File: src/rtl/inst_loader_pkg.sv
// Shared constants for the instruction loader: FSM state encodings, frame
// defaults and word/count geometry. The trailing-checksum option is selected
// with the INST_LOADER_CHECKSUM_EN macro.
package inst_loader_pkg;

  localparam int         BYTES_PER_WORD = 4;
  localparam int         CNT_W          = 16;
  localparam logic [7:0] SYNC_BYTE_DEF  = 8'hA5;

  typedef logic [2:0] state_t;

  localparam state_t ST_IDLE   = 3'd0;
  localparam state_t ST_CNT_HI = 3'd1;
  localparam state_t ST_CNT_LO = 3'd2;
  localparam state_t ST_DATA   = 3'd3;
  localparam state_t ST_DONE   = 3'd4;
`ifdef INST_LOADER_CHECKSUM_EN
  localparam state_t ST_CHECK  = 3'd5;

  // Running XOR checksum over the data bytes of a frame.
  function automatic logic [7:0] csum_update(input logic [7:0] acc, input logic [7:0] b);
    return acc ^ b;
  endfunction
`endif

endpackage

File: src/rtl/inst_loader_timer.sv
// Byte-gap timeout counter. Counts cycles since the last clear while enabled;
// expired is raised once the count reaches TIMEOUT_CYCLES. A TIMEOUT_CYCLES of
// 0 means the timer never expires.
module loader_timer #(
  parameter int TIMEOUT_CYCLES = 1000000
) (
  input  logic clock,
  input  logic reset,
  input  logic clr,
  input  logic en,
  output logic expired
);

  localparam int         CW     = (TIMEOUT_CYCLES > 0) ? $clog2(TIMEOUT_CYCLES + 1) : 1;
  localparam logic [CW-1:0] LIMIT = CW'(TIMEOUT_CYCLES);
  localparam logic       HAS_TO = (TIMEOUT_CYCLES > 0) ? 1'b1 : 1'b0;

  logic [CW-1:0] cnt_q;
  logic [CW-1:0] cnt_d;

  // Next count: cleared by a byte or while disabled, saturates at the limit.
  always_comb begin
    cnt_d = cnt_q;
    if (clr || !en) begin
      cnt_d = '0;
    end else if (cnt_q != LIMIT) begin
      cnt_d = cnt_q + {{(CW-1){1'b0}}, 1'b1};
    end else begin
      cnt_d = cnt_q;
    end
  end

  // Counter register.
  always_ff @(posedge clock or posedge reset) begin
    if (reset) begin
      cnt_q <= '0;
    end else begin
      cnt_q <= cnt_d;
    end
  end

  assign expired = HAS_TO && en && (cnt_q == LIMIT);

endmodule

File: src/rtl/inst_loader.sv
// Instruction memory loader: frames a UART byte stream (sync, 16-bit word
// count, MSB-first words), writes the words from address 0, holds the CPU
// while loading and releases it with a PC-restart pulse on success.
// Optional trailing XOR checksum: define INST_LOADER_CHECKSUM_EN.
module inst_loader
  import inst_loader_pkg::*;
#(
  parameter int         ADDR_W         = 11,
  parameter int         DATA_W         = 32,
  parameter logic [7:0] SYNC_BYTE      = SYNC_BYTE_DEF,
  parameter int         TIMEOUT_CYCLES = 1000000
) (
  input  logic              clock,
  input  logic              reset,
  input  logic [7:0]        rx_data,
  input  logic              rx_valid,
  output logic              mem_we,
  output logic [ADDR_W-1:0] mem_addr,
  output logic [DATA_W-1:0] mem_wdata,
  output logic              cpu_hold,
  output logic              pc_restart,
  output logic              load_done,
  output logic              load_error
);

  // Largest accepted word count: the full memory, 2^ADDR_W.
  localparam logic [CNT_W:0] MAX_CNT = {{CNT_W{1'b0}}, 1'b1} << ADDR_W;
  localparam logic [1:0]     LAST_IDX = 2'(BYTES_PER_WORD - 1);

  state_t            state_q, state_d;
  logic [CNT_W-1:0]  cnt_q, cnt_d;
  logic [ADDR_W-1:0] addr_q, addr_d;
  logic [1:0]        byte_idx_q, byte_idx_d;
  logic [DATA_W-1:0] word_q, word_d;
  logic              we_q, we_d;
  logic [ADDR_W-1:0] mem_addr_q, mem_addr_d;
  logic [DATA_W-1:0] mem_wdata_q, mem_wdata_d;
  logic              hold_q, hold_d;
  logic              restart_q, restart_d;
  logic              done_q, done_d;
  logic              err_q, err_d;
`ifdef INST_LOADER_CHECKSUM_EN
  logic [7:0]        csum_q, csum_d;
`endif

  logic              timer_expired_s;
  logic [CNT_W-1:0]  cnt_val_s;
  logic              cnt_ok_s;
  logic              last_word_s;
  logic [DATA_W-1:0] word_next_s;

  loader_timer #(
    .TIMEOUT_CYCLES(TIMEOUT_CYCLES)
  ) u_timer (
    .clock  (clock),
    .reset  (reset),
    .clr    (rx_valid),
    .en     (state_q != ST_IDLE),
    .expired(timer_expired_s)
  );

  // Count as it will be once the low byte in rx_data is latched; range check.
  assign cnt_val_s   = {cnt_q[CNT_W-1:8], rx_data};
  assign cnt_ok_s    = (cnt_val_s != '0) && ({1'b0, cnt_val_s} <= MAX_CNT);
  // The word at addr_q is the last one when addr_q + 1 equals the count.
  assign last_word_s = ({{(CNT_W+1-ADDR_W){1'b0}}, addr_q} + {{CNT_W{1'b0}}, 1'b1}) == {1'b0, cnt_q};
  assign word_next_s = {word_q[DATA_W-9:0], rx_data};

  // Frame FSM and datapath next-state logic.
  always_comb begin
    state_d     = state_q;
    cnt_d       = cnt_q;
    addr_d      = addr_q;
    byte_idx_d  = byte_idx_q;
    word_d      = word_q;
    we_d        = 1'b0;
    mem_addr_d  = mem_addr_q;
    mem_wdata_d = mem_wdata_q;
    hold_d      = hold_q;
    restart_d   = 1'b0;
    done_d      = 1'b0;
    err_d       = err_q;
`ifdef INST_LOADER_CHECKSUM_EN
    csum_d      = csum_q;
`endif
    case (state_q)
      ST_IDLE: begin
        if (rx_valid && (rx_data == SYNC_BYTE)) begin
          state_d = ST_CNT_HI;
          hold_d  = 1'b1;
          err_d   = 1'b0;
        end else begin
          state_d = ST_IDLE;
        end
      end
      ST_CNT_HI: begin
        if (rx_valid) begin
          cnt_d   = {rx_data, cnt_q[7:0]};
          state_d = ST_CNT_LO;
        end else if (timer_expired_s) begin
          err_d   = 1'b1;
          state_d = ST_IDLE;
        end else begin
          state_d = ST_CNT_HI;
        end
      end
      ST_CNT_LO: begin
        if (rx_valid) begin
          cnt_d = cnt_val_s;
          if (cnt_ok_s) begin
            state_d    = ST_DATA;
            addr_d     = '0;
            byte_idx_d = 2'd0;
`ifdef INST_LOADER_CHECKSUM_EN
            csum_d     = 8'h00;
`endif
          end else begin
            err_d   = 1'b1;
            state_d = ST_IDLE;
          end
        end else if (timer_expired_s) begin
          err_d   = 1'b1;
          state_d = ST_IDLE;
        end else begin
          state_d = ST_CNT_LO;
        end
      end
      ST_DATA: begin
        if (rx_valid) begin
          word_d     = word_next_s;
          byte_idx_d = byte_idx_q + 2'd1;
`ifdef INST_LOADER_CHECKSUM_EN
          csum_d     = csum_update(csum_q, rx_data);
`endif
          if (byte_idx_q == LAST_IDX) begin
            we_d        = 1'b1;
            mem_addr_d  = addr_q;
            mem_wdata_d = word_next_s;
            addr_d      = addr_q + {{(ADDR_W-1){1'b0}}, 1'b1};
            if (last_word_s) begin
`ifdef INST_LOADER_CHECKSUM_EN
              state_d = ST_CHECK;
`else
              state_d = ST_DONE;
`endif
            end else begin
              state_d = ST_DATA;
            end
          end else begin
            state_d = ST_DATA;
          end
        end else if (timer_expired_s) begin
          err_d   = 1'b1;
          state_d = ST_IDLE;
        end else begin
          state_d = ST_DATA;
        end
      end
`ifdef INST_LOADER_CHECKSUM_EN
      ST_CHECK: begin
        if (rx_valid) begin
          if (rx_data == csum_q) begin
            state_d = ST_DONE;
          end else begin
            err_d   = 1'b1;
            state_d = ST_IDLE;
          end
        end else if (timer_expired_s) begin
          err_d   = 1'b1;
          state_d = ST_IDLE;
        end else begin
          state_d = ST_CHECK;
        end
      end
`endif
      ST_DONE: begin
        done_d    = 1'b1;
        restart_d = 1'b1;
        hold_d    = 1'b0;
        state_d   = ST_IDLE;
      end
      default: begin
        state_d = ST_IDLE;
      end
    endcase
  end

  // State and output registers; reset aborts any frame and holds the CPU.
  always_ff @(posedge clock or posedge reset) begin
    if (reset) begin
      state_q     <= ST_IDLE;
      cnt_q       <= '0;
      addr_q      <= '0;
      byte_idx_q  <= 2'd0;
      word_q      <= '0;
      we_q        <= 1'b0;
      mem_addr_q  <= '0;
      mem_wdata_q <= '0;
      hold_q      <= 1'b1;
      restart_q   <= 1'b0;
      done_q      <= 1'b0;
      err_q       <= 1'b0;
`ifdef INST_LOADER_CHECKSUM_EN
      csum_q      <= 8'h00;
`endif
    end else begin
      state_q     <= state_d;
      cnt_q       <= cnt_d;
      addr_q      <= addr_d;
      byte_idx_q  <= byte_idx_d;
      word_q      <= word_d;
      we_q        <= we_d;
      mem_addr_q  <= mem_addr_d;
      mem_wdata_q <= mem_wdata_d;
      hold_q      <= hold_d;
      restart_q   <= restart_d;
      done_q      <= done_d;
      err_q       <= err_d;
`ifdef INST_LOADER_CHECKSUM_EN
      csum_q      <= csum_d;
`endif
    end
  end

  assign mem_we     = we_q;
  assign mem_addr   = mem_addr_q;
  assign mem_wdata  = mem_wdata_q;
  assign cpu_hold   = hold_q;
  assign pc_restart = restart_q;
  assign load_done  = done_q;
  assign load_error = err_q;

endmodule
File: config.mk
export PLATFORM = sky130hd
export DESIGN_NAME = inst_loader
export DESIGN_NICKNAME = d
export VERILOG_FILES = /design/src/rtl/inst_loader_pkg.sv /design/src/rtl/inst_loader_timer.sv /design/src/rtl/inst_loader.sv
export SDC_FILE = /design/constraint.sdc
export NUM_CORES = 1
export LEC_CHECK = 0
export CAP_MARGIN = 10
export CORE_MARGIN = 2
export CORE_UTILIZATION = 25
export CTS_BUF_LIST = sky130_fd_sc_hd__clkbuf_16
export DETAILED_ROUTE_END_ITERATION = 7
export PLACE_DENSITY = 0.5
export SLEW_MARGIN = 15
export SYNTH_ARGS = -nofsm -noshare
export SYNTH_HDL_FRONTEND = slang
export SYNTH_HIERARCHICAL = 1
export SYNTH_SLANG_ARGS = --single-unit
export TNS_END_PERCENT = 5
File: constraint.sdc
create_clock -name clock -period 3.14 [get_ports clock]
set_clock_uncertainty 0.05 [all_clocks]
set_input_delay 0.314 -clock clock [delete_from_list [all_inputs] [get_ports clock]]
set_output_delay 0.314 -clock clock [all_outputs]
set_load 0.05 [all_outputs]
Word-level counts from Yosys, hierarchy flattened
Index checks and enable logic that the tools add are counted.
{ "totals": {"reg_bits": 123, "inputBits": 11, "out_inout_bits": 48, "word_cells": 94} }
{ "op_classes": {"n_addsub": 4, "order_cmp": 1, "eq_ne": 16, "mux": 37, "n_bitwise": 2, "n_reduce_logical": 21} }
{ "op_table": {"columns": ["cell", "count"], "rows": [
  ["two-way mux 11 bit", 4],
  ["two-way mux 20 bit", 2],
  ["one-hot mux 16 bit (2 select lines)", 1],
  ["one-hot mux 11 bit (2 select lines)", 1],
  ["adder 20 x 1 -> 20 bit (second input constant)", 1],
  ["== test 20 bit (second input constant)", 1],
  ["!= test 20 bit (second input constant)", 1],
  ["== test 12 x 16 -> 1 bit", 1],
  ["less-or-equal comparator 16 x 12 -> 1 bit (second input constant)", 1],
  ["two-way mux 16 bit", 1],
  ["nonzero test 16 bit", 1],
  ["two-way mux 2 bit", 7],
  ["adder 11 x 1 -> 12 bit (second input constant)", 1],
  ["two-way mux 1 bit", 12],
  ["two-way mux 3 bit", 4],
  ["!= test 2 bit (second input constant)", 6],
  ["one-hot mux 3 bit (4 select lines)", 1],
  ["adder 11 x 1 -> 11 bit (second input constant)", 1],
  ["AND reduction 3 bit", 3],
  ["== test 8 bit (second input constant)", 1],
  ["two-way mux 8 bit", 1],
  ["AND reduction 4 bit", 2],
  ["== test 3 x 2 -> 1 bit (second input constant)", 2],
  ["nonzero test 2 bit", 3],
  ["17 further kinds", 22]
]} }

Depth between registers and ports, before layout
{ "logic_depth": {"word_depth": 6, "depth_mapped": 10, "depth_no_buf": 10} }

By module
The synthesis kept the hierarchy.
{ "modules_own_cells": {"columns": ["mod", "instances", "cells_per_inst", "area_per_inst_um2", "seq_area_each_um2"], "rows": [
  ["inst_loader", 1, 481, 4448.0, 2578.7],
  ["loader_timer", 1, 119, 1109.8, 500.5]
]} }

Least setup slack after synthesis
OpenSTA, ideal clock, no wires.
{ "synth_path": {"path_kind": "flip-flop to flip-flop", "startpoint": "register, netlist name cnt_q[15]", "endpoint": "register state_q[0]", "setup_time_ns": 0.131, "t_arrival_ns": 1.903, "required_ns": 2.959, "path_slack_ns": 1.056, "stages_incl_launch_ff": 7, "path_buffers": 0, "period_less_slack_ns": 2.084, "path_cell_list": "dfrtp_1 > or4_4 > nor4_2 > nand3_1 > a2111o_1 > a211oi_2 > o21ai_0"} }
{ "synth_rtl": {"columns": ["element", "line_no", "rtl"], "rows": [
  ["to (signal assigned)", "inst_loader.sv:207", "state_q <= state_d;"],
  ["to (decl)", "inst_loader.sv:30", "state_t state_q, state_d;"]
]} }

Worst setup path in the final report
{ "layout_path": {"startpoint": "register addr_q[0]", "endpoint": "register state_q[1]"} }
{ "layout_between": {"elab_chain_cells": 6} }
{ "layout_lines": {"columns": ["element", "line_no", "rtl"], "rows": [
  ["from (decl)", "inst_loader.sv:32", "logic [ADDR_W-1:0] addr_q, addr_d;"],
  ["from (signal assigned)", "inst_loader.sv:209", "addr_q <= addr_d;"],
  ["adder 11 x 1 -> 12 bit", "inst_loader.sv:66", "assign last_word_s = ({{(CNT_W+1-ADDR_W){1'b0}}, addr_q} + {{CNT_W{1'b0}}, 1'b1}) == {1'b0, cnt_q};"],
  ["== test 12 x 16 -> 1 bit", "inst_loader.sv:66", null],
  ["two-way mux 3 bit", "inst_loader.sv:140", "if (last_word_s) begin"],
  ["two-way mux 3 bit", "inst_loader.sv:135", "if (byte_idx_q == LAST_IDX) begin"],
  ["two-way mux 3 bit", "inst_loader.sv:129", "if (rx_valid) begin"],
  ["one-hot mux 3 bit (4 select lines)", "inst_loader.sv:86", "case (state_q)"],
  ["via state_d[1]", "inst_loader.sv:30", null]
]} }
The timed path passes the listed nets, and every way through them passes these cells.
A chain may end at the register's enable or synchronous reset.

==> results.sh <==
export IMPL_outcome="finished, final reports clean"
export IMPL_yosysTopAreaCell="sky130_fd_sc_hd__dfrtp_1"
export IMPL_cp_data_arrival_time_ns=2.70
export IMPL_synth_area_leaders="sky130_fd_sc_hd__dfrtp_1, sky130_fd_sc_hd__nand2_1, sky130_fd_sc_hd__mux2_2, sky130_fd_sc_hd__xnor2_1, sky130_fd_sc_hd__o21ai_0"
export IMPL_cellPowerDensity_mw_per_mm2=520
export IMPL_drtPass1Iterations=4
export IMPL_cts_buffers=17
export IMPL_cp_start_kind="flop"
export IMPL_report_final_setup_viol=0
export IMPL_final_period_utilization_pct=78.3
export IMPL_netlist_area_leader_share_pct=54.9
export IMPL_die_area_sq_mm=0.0234
export IMPL_synthMostInstantiatedCell="sky130_fd_sc_hd__nand2_1"
export IMPL_critical_path_cell_chain="ha_1 -> nand3_1 -> nor2_1 -> nand3_1 -> or3_1 -> a211oi_2 -> o21ai_0"
export IMPL_gpl_wtd_cong=0.831
export IMPL_io_pin_count=59
export IMPL_cell_count_along_the_critical_path=7
export IMPL_maxCapViolCount=0
export IMPL_totalPowerFinal_mw=3.67
export IMPL_post_synth_inst_count=600
export IMPL_syn_mean_instance_area_sq_um=9.26
export IMPL_yosys_most_used_dff="sky130_fd_sc_hd__dfrtp_1"
export IMPL_synth_sequential_area_ratio_pct=55.4
export IMPL_reg2reg_setup_slack_ns=0.68
export IMPL_slew_headroom_pct=46.2
export IMPL_vias_per_cell=4.57
export IMPL_drv_slew=0
export IMPL_synth_cell_type_count=52
export IMPL_final_net_count=676
export IMPL_tritoncts="done"
export IMPL_n_antenna_cell=0
export IMPL_preCtsSetupSlack_ns=0.367
export IMPL_area_growth_syn_to_layout_pct=27.0
export IMPL_mappedNetlistNets=615
export IMPL_setup_worst_path_end="state_q[1]$_DFF_PP0_"
export IMPL_synth_area_sq_mm=0.00556
export IMPL_critPathCaptureType="flop"
export IMPL_synth_cells_most_frequent="sky130_fd_sc_hd__nand2_1, sky130_fd_sc_hd__dfrtp_1, sky130_fd_sc_hd__nor2_1, sky130_fd_sc_hd__o21ai_0, sky130_fd_sc_hd__clkbuf_1"
export IMPL_fp_row_count=54
export IMPL_root_buffer="sky130_fd_sc_hd__clkbuf_16"
export IMPL_cts_resized=0
export IMPL_worst_path_required_ns=3.38
export IMPL_critical_path_reg2reg_startpoint="addr_q[0]$_DFFE_PP0P_"
export IMPL_hold_buffers=0
export IMPL_yosysWarnings=6
export IMPL_ctsHtreeMaxLevel=4
export IMPL_r2r_end="state_q[1]$_DFF_PP0_"
export IMPL_detailedRoute_firstIterationViolations=191
export IMPL_clkTransAtPathRegs_ns=0.06
export IMPL_stdcell_area_sq_mm=0.00706
export IMPL_ys_ff_latch=123
export IMPL_placed_area_sq_mm=0.00648
export IMPL_final_min_clock_period_ns=2.46
export IMPL_hpwlAfterDp_microns=9350
export IMPL_crit_path_top_cell_by_count="sky130_fd_sc_hd__nand3_1"
export IMPL_worst_setup_path_type="flop to flop"
export IMPL_share_of_async_settable_or_async_resettable_flops_after_synthesis_pct=100
export IMPL_clock_tree_buffer_depth=2
export IMPL_effective_utilization_at_floorplan_pct=25.5
export IMPL_max_stage_delay_ns=0.47
export IMPL_post_route_drc_count=0
export IMPL_wl_per_cell_microns=14.5
export IMPL_launch_point_of_the_critical_path="addr_q[0]$_DFFE_PP0P_"
export IMPL_power_leakage_nw=3.30
export IMPL_setup_tns_ns=0
export IMPL_post_route_util_pct=32.3
export IMPL_grt_antenna_before_repair=0
export IMPL_finalHoldViolCount=0
export IMPL_grt_max_degree=57
export IMPL_via_count=4359
export IMPL_clock_fmax_ghz=0.407
export IMPL_worstSkewPairLatency_ns=0.42
export IMPL_synth_edf_count=0
export IMPL_globalRouteOverflowTotal=0
export IMPL_die_width_microns=153
export IMPL_clock_sink_count=123
export IMPL_gr_usage_all_layers_pct=12.4
export IMPL_grt_pass1_vias=4279
export IMPL_buf_inv_stages_crit_path=0
export IMPL_timing_final_ws_setup_ns=0.682
export IMPL_critical_path_slowest_cell="sky130_fd_sc_hd__dfrtp_1"
export IMPL_grt_first_pass_wirelength_microns=23100
export IMPL_hold_path_class="input pin to asynchronous set/reset pin"
export IMPL_rsz0062_at_grt="false"
export IMPL_irDropWorstVdd_uv=388
export IMPL_core_area_sq_mm=0.0218
export IMPL_reg2regPathDepth=7
export IMPL_layout_cell_share_with_drive_strength_beyond_1_pct=10.7
export IMPL_postCtsSetupRepairBufs=0
export IMPL_wl_microns=13800
export IMPL_route_antenna_remaining_nets=0
export IMPL_timing_critical_path_max_delay_family="simple AND/OR/NAND/NOR gates"
export IMPL_critical_path_peak_fanout=8
export IMPL_die_h_microns=153
export IMPL_placement_io_buffers=58
export IMPL_worst_slew_pin_transition_ns=0.806
==> worst min-delay path by stage <==
stage / to / startpoint
after global routing: mem_wdata[30]$_DFFE_PP0P_ / reset
after floorplan: u_timer/cnt_q[0]$_DFFE_PP0P_ / reset
after CTS: mem_wdata[28]$_DFFE_PP0P_ / reset
final: mem_addr[0]$_DFFE_PP0P_ / reset
after detailed placement: mem_wdata[24]$_DFFE_PP0P_ / word_q[16]$_DFFE_PP0P_
after global placement: mem_wdata[24]$_DFFE_PP0P_ / word_q[16]$_DFFE_PP0P_
==> placed cells by master, fill, tap and decap left out, types with 2 or more instances in the layout <==
master	instances
sky130_fd_sc_hd__and4_1	4
sky130_fd_sc_hd__o21ai_0	24
sky130_fd_sc_hd__nand3_1	17
sky130_fd_sc_hd__clkdlybuf4s50_1	58
sky130_fd_sc_hd__nand3b_1	2
sky130_fd_sc_hd__xor2_1	10
sky130_fd_sc_hd__nand2b_1	3
sky130_fd_sc_hd__and2_1	3
sky130_fd_sc_hd__clkbuf_16	17
sky130_fd_sc_hd__nor4_1	5
sky130_fd_sc_hd__a31oi_1	2
sky130_fd_sc_hd__and3_1	6
sky130_fd_sc_hd__nor4b_1	2
sky130_fd_sc_hd__nor2_1	28
sky130_fd_sc_hd__nor3_1	12
sky130_fd_sc_hd__ha_1	4
sky130_fd_sc_hd__clkinv_2	4
sky130_fd_sc_hd__clkinvlp_4	3
sky130_fd_sc_hd__o31ai_1	7
sky130_fd_sc_hd__or4_1	4
sky130_fd_sc_hd__or3_2	2
sky130_fd_sc_hd__o41ai_1	2
sky130_fd_sc_hd__a22o_1	2
sky130_fd_sc_hd__bufinv_16	2
sky130_fd_sc_hd__a21oi_1	11
sky130_fd_sc_hd__buf_4	12
sky130_fd_sc_hd__inv_6	2
sky130_fd_sc_hd__nand4_1	8
sky130_fd_sc_hd__xnor2_1	17
sky130_fd_sc_hd__inv_1	8
sky130_fd_sc_hd__clkinv_4	3
sky130_fd_sc_hd__mux2_2	15
sky130_fd_sc_hd__nand2_1	221
sky130_fd_sc_hd__or3_1	4
sky130_fd_sc_hd__dfrtp_1	122
sky130_fd_sc_hd__o211ai_1	5
==> registers in the layout (all words and copies together) (netlist names), 2 cells and up <==
register / flops
word_q: 24
mem_wdata: 32
byte_idx_q: 2
state_q: 3
u_timer/cnt_q: 20
addr_q: 11
mem_addr: 11
cnt_q: 16
==> logic make-up after synthesis <==
logic type,Yosys count,synth area share (%)
fa+ha+maj,4,0.901
buf+inv,37,2.72
mux,15,3.04
compound gates,57,6.37
flops,123,55.4
xor+xnor,27,4.25
simple gates,337,27.3
==> layout make-up <==
class | instances | area (sq um)
Multi-Input combinational cell | 440 | 2330
Inverter | 8 | 32.5
Timing Repair Buffer | 71 | 691
Sequential cell | 123 | 3080
Tap cell | 280 | 350
Fill cell | 2273 | 14800
Clock inverter | 15 | 150
Clock buffer | 17 | 425
==> power breakdown <==
| part | internal [mW] | switching, mW | total, mW |
|---|---|---|---|
| Clock | 1.16 | 0.758 | 1.92 |
| Combinational | 0.0528 | 0.0801 | 0.133 |
| Sequential | 1.60 | 0.0152 | 1.62 |
| Total | 2.82 | 0.853 | 3.67 |
==> metrics by stage <==
step | hold slack, ns | cells
after floorplan | 0.228 | 600
after global placement | 0.405 | 922
after detailed placement | 0.398 | 922
after CTS | 0.285 | 954
after global routing | 0.332 | 954
final | 0.261 | 954
==> layer usage <==
metal,share of wire (%),GRT usage [%],vias up
met1,49,17.0,2133
li1,-,-,2134
met3,3.6,3.29,19
met4,1.4,4.37,0
met5,0,0,-
met2,46,19.1,73
(Power assumes the default switching activity.)
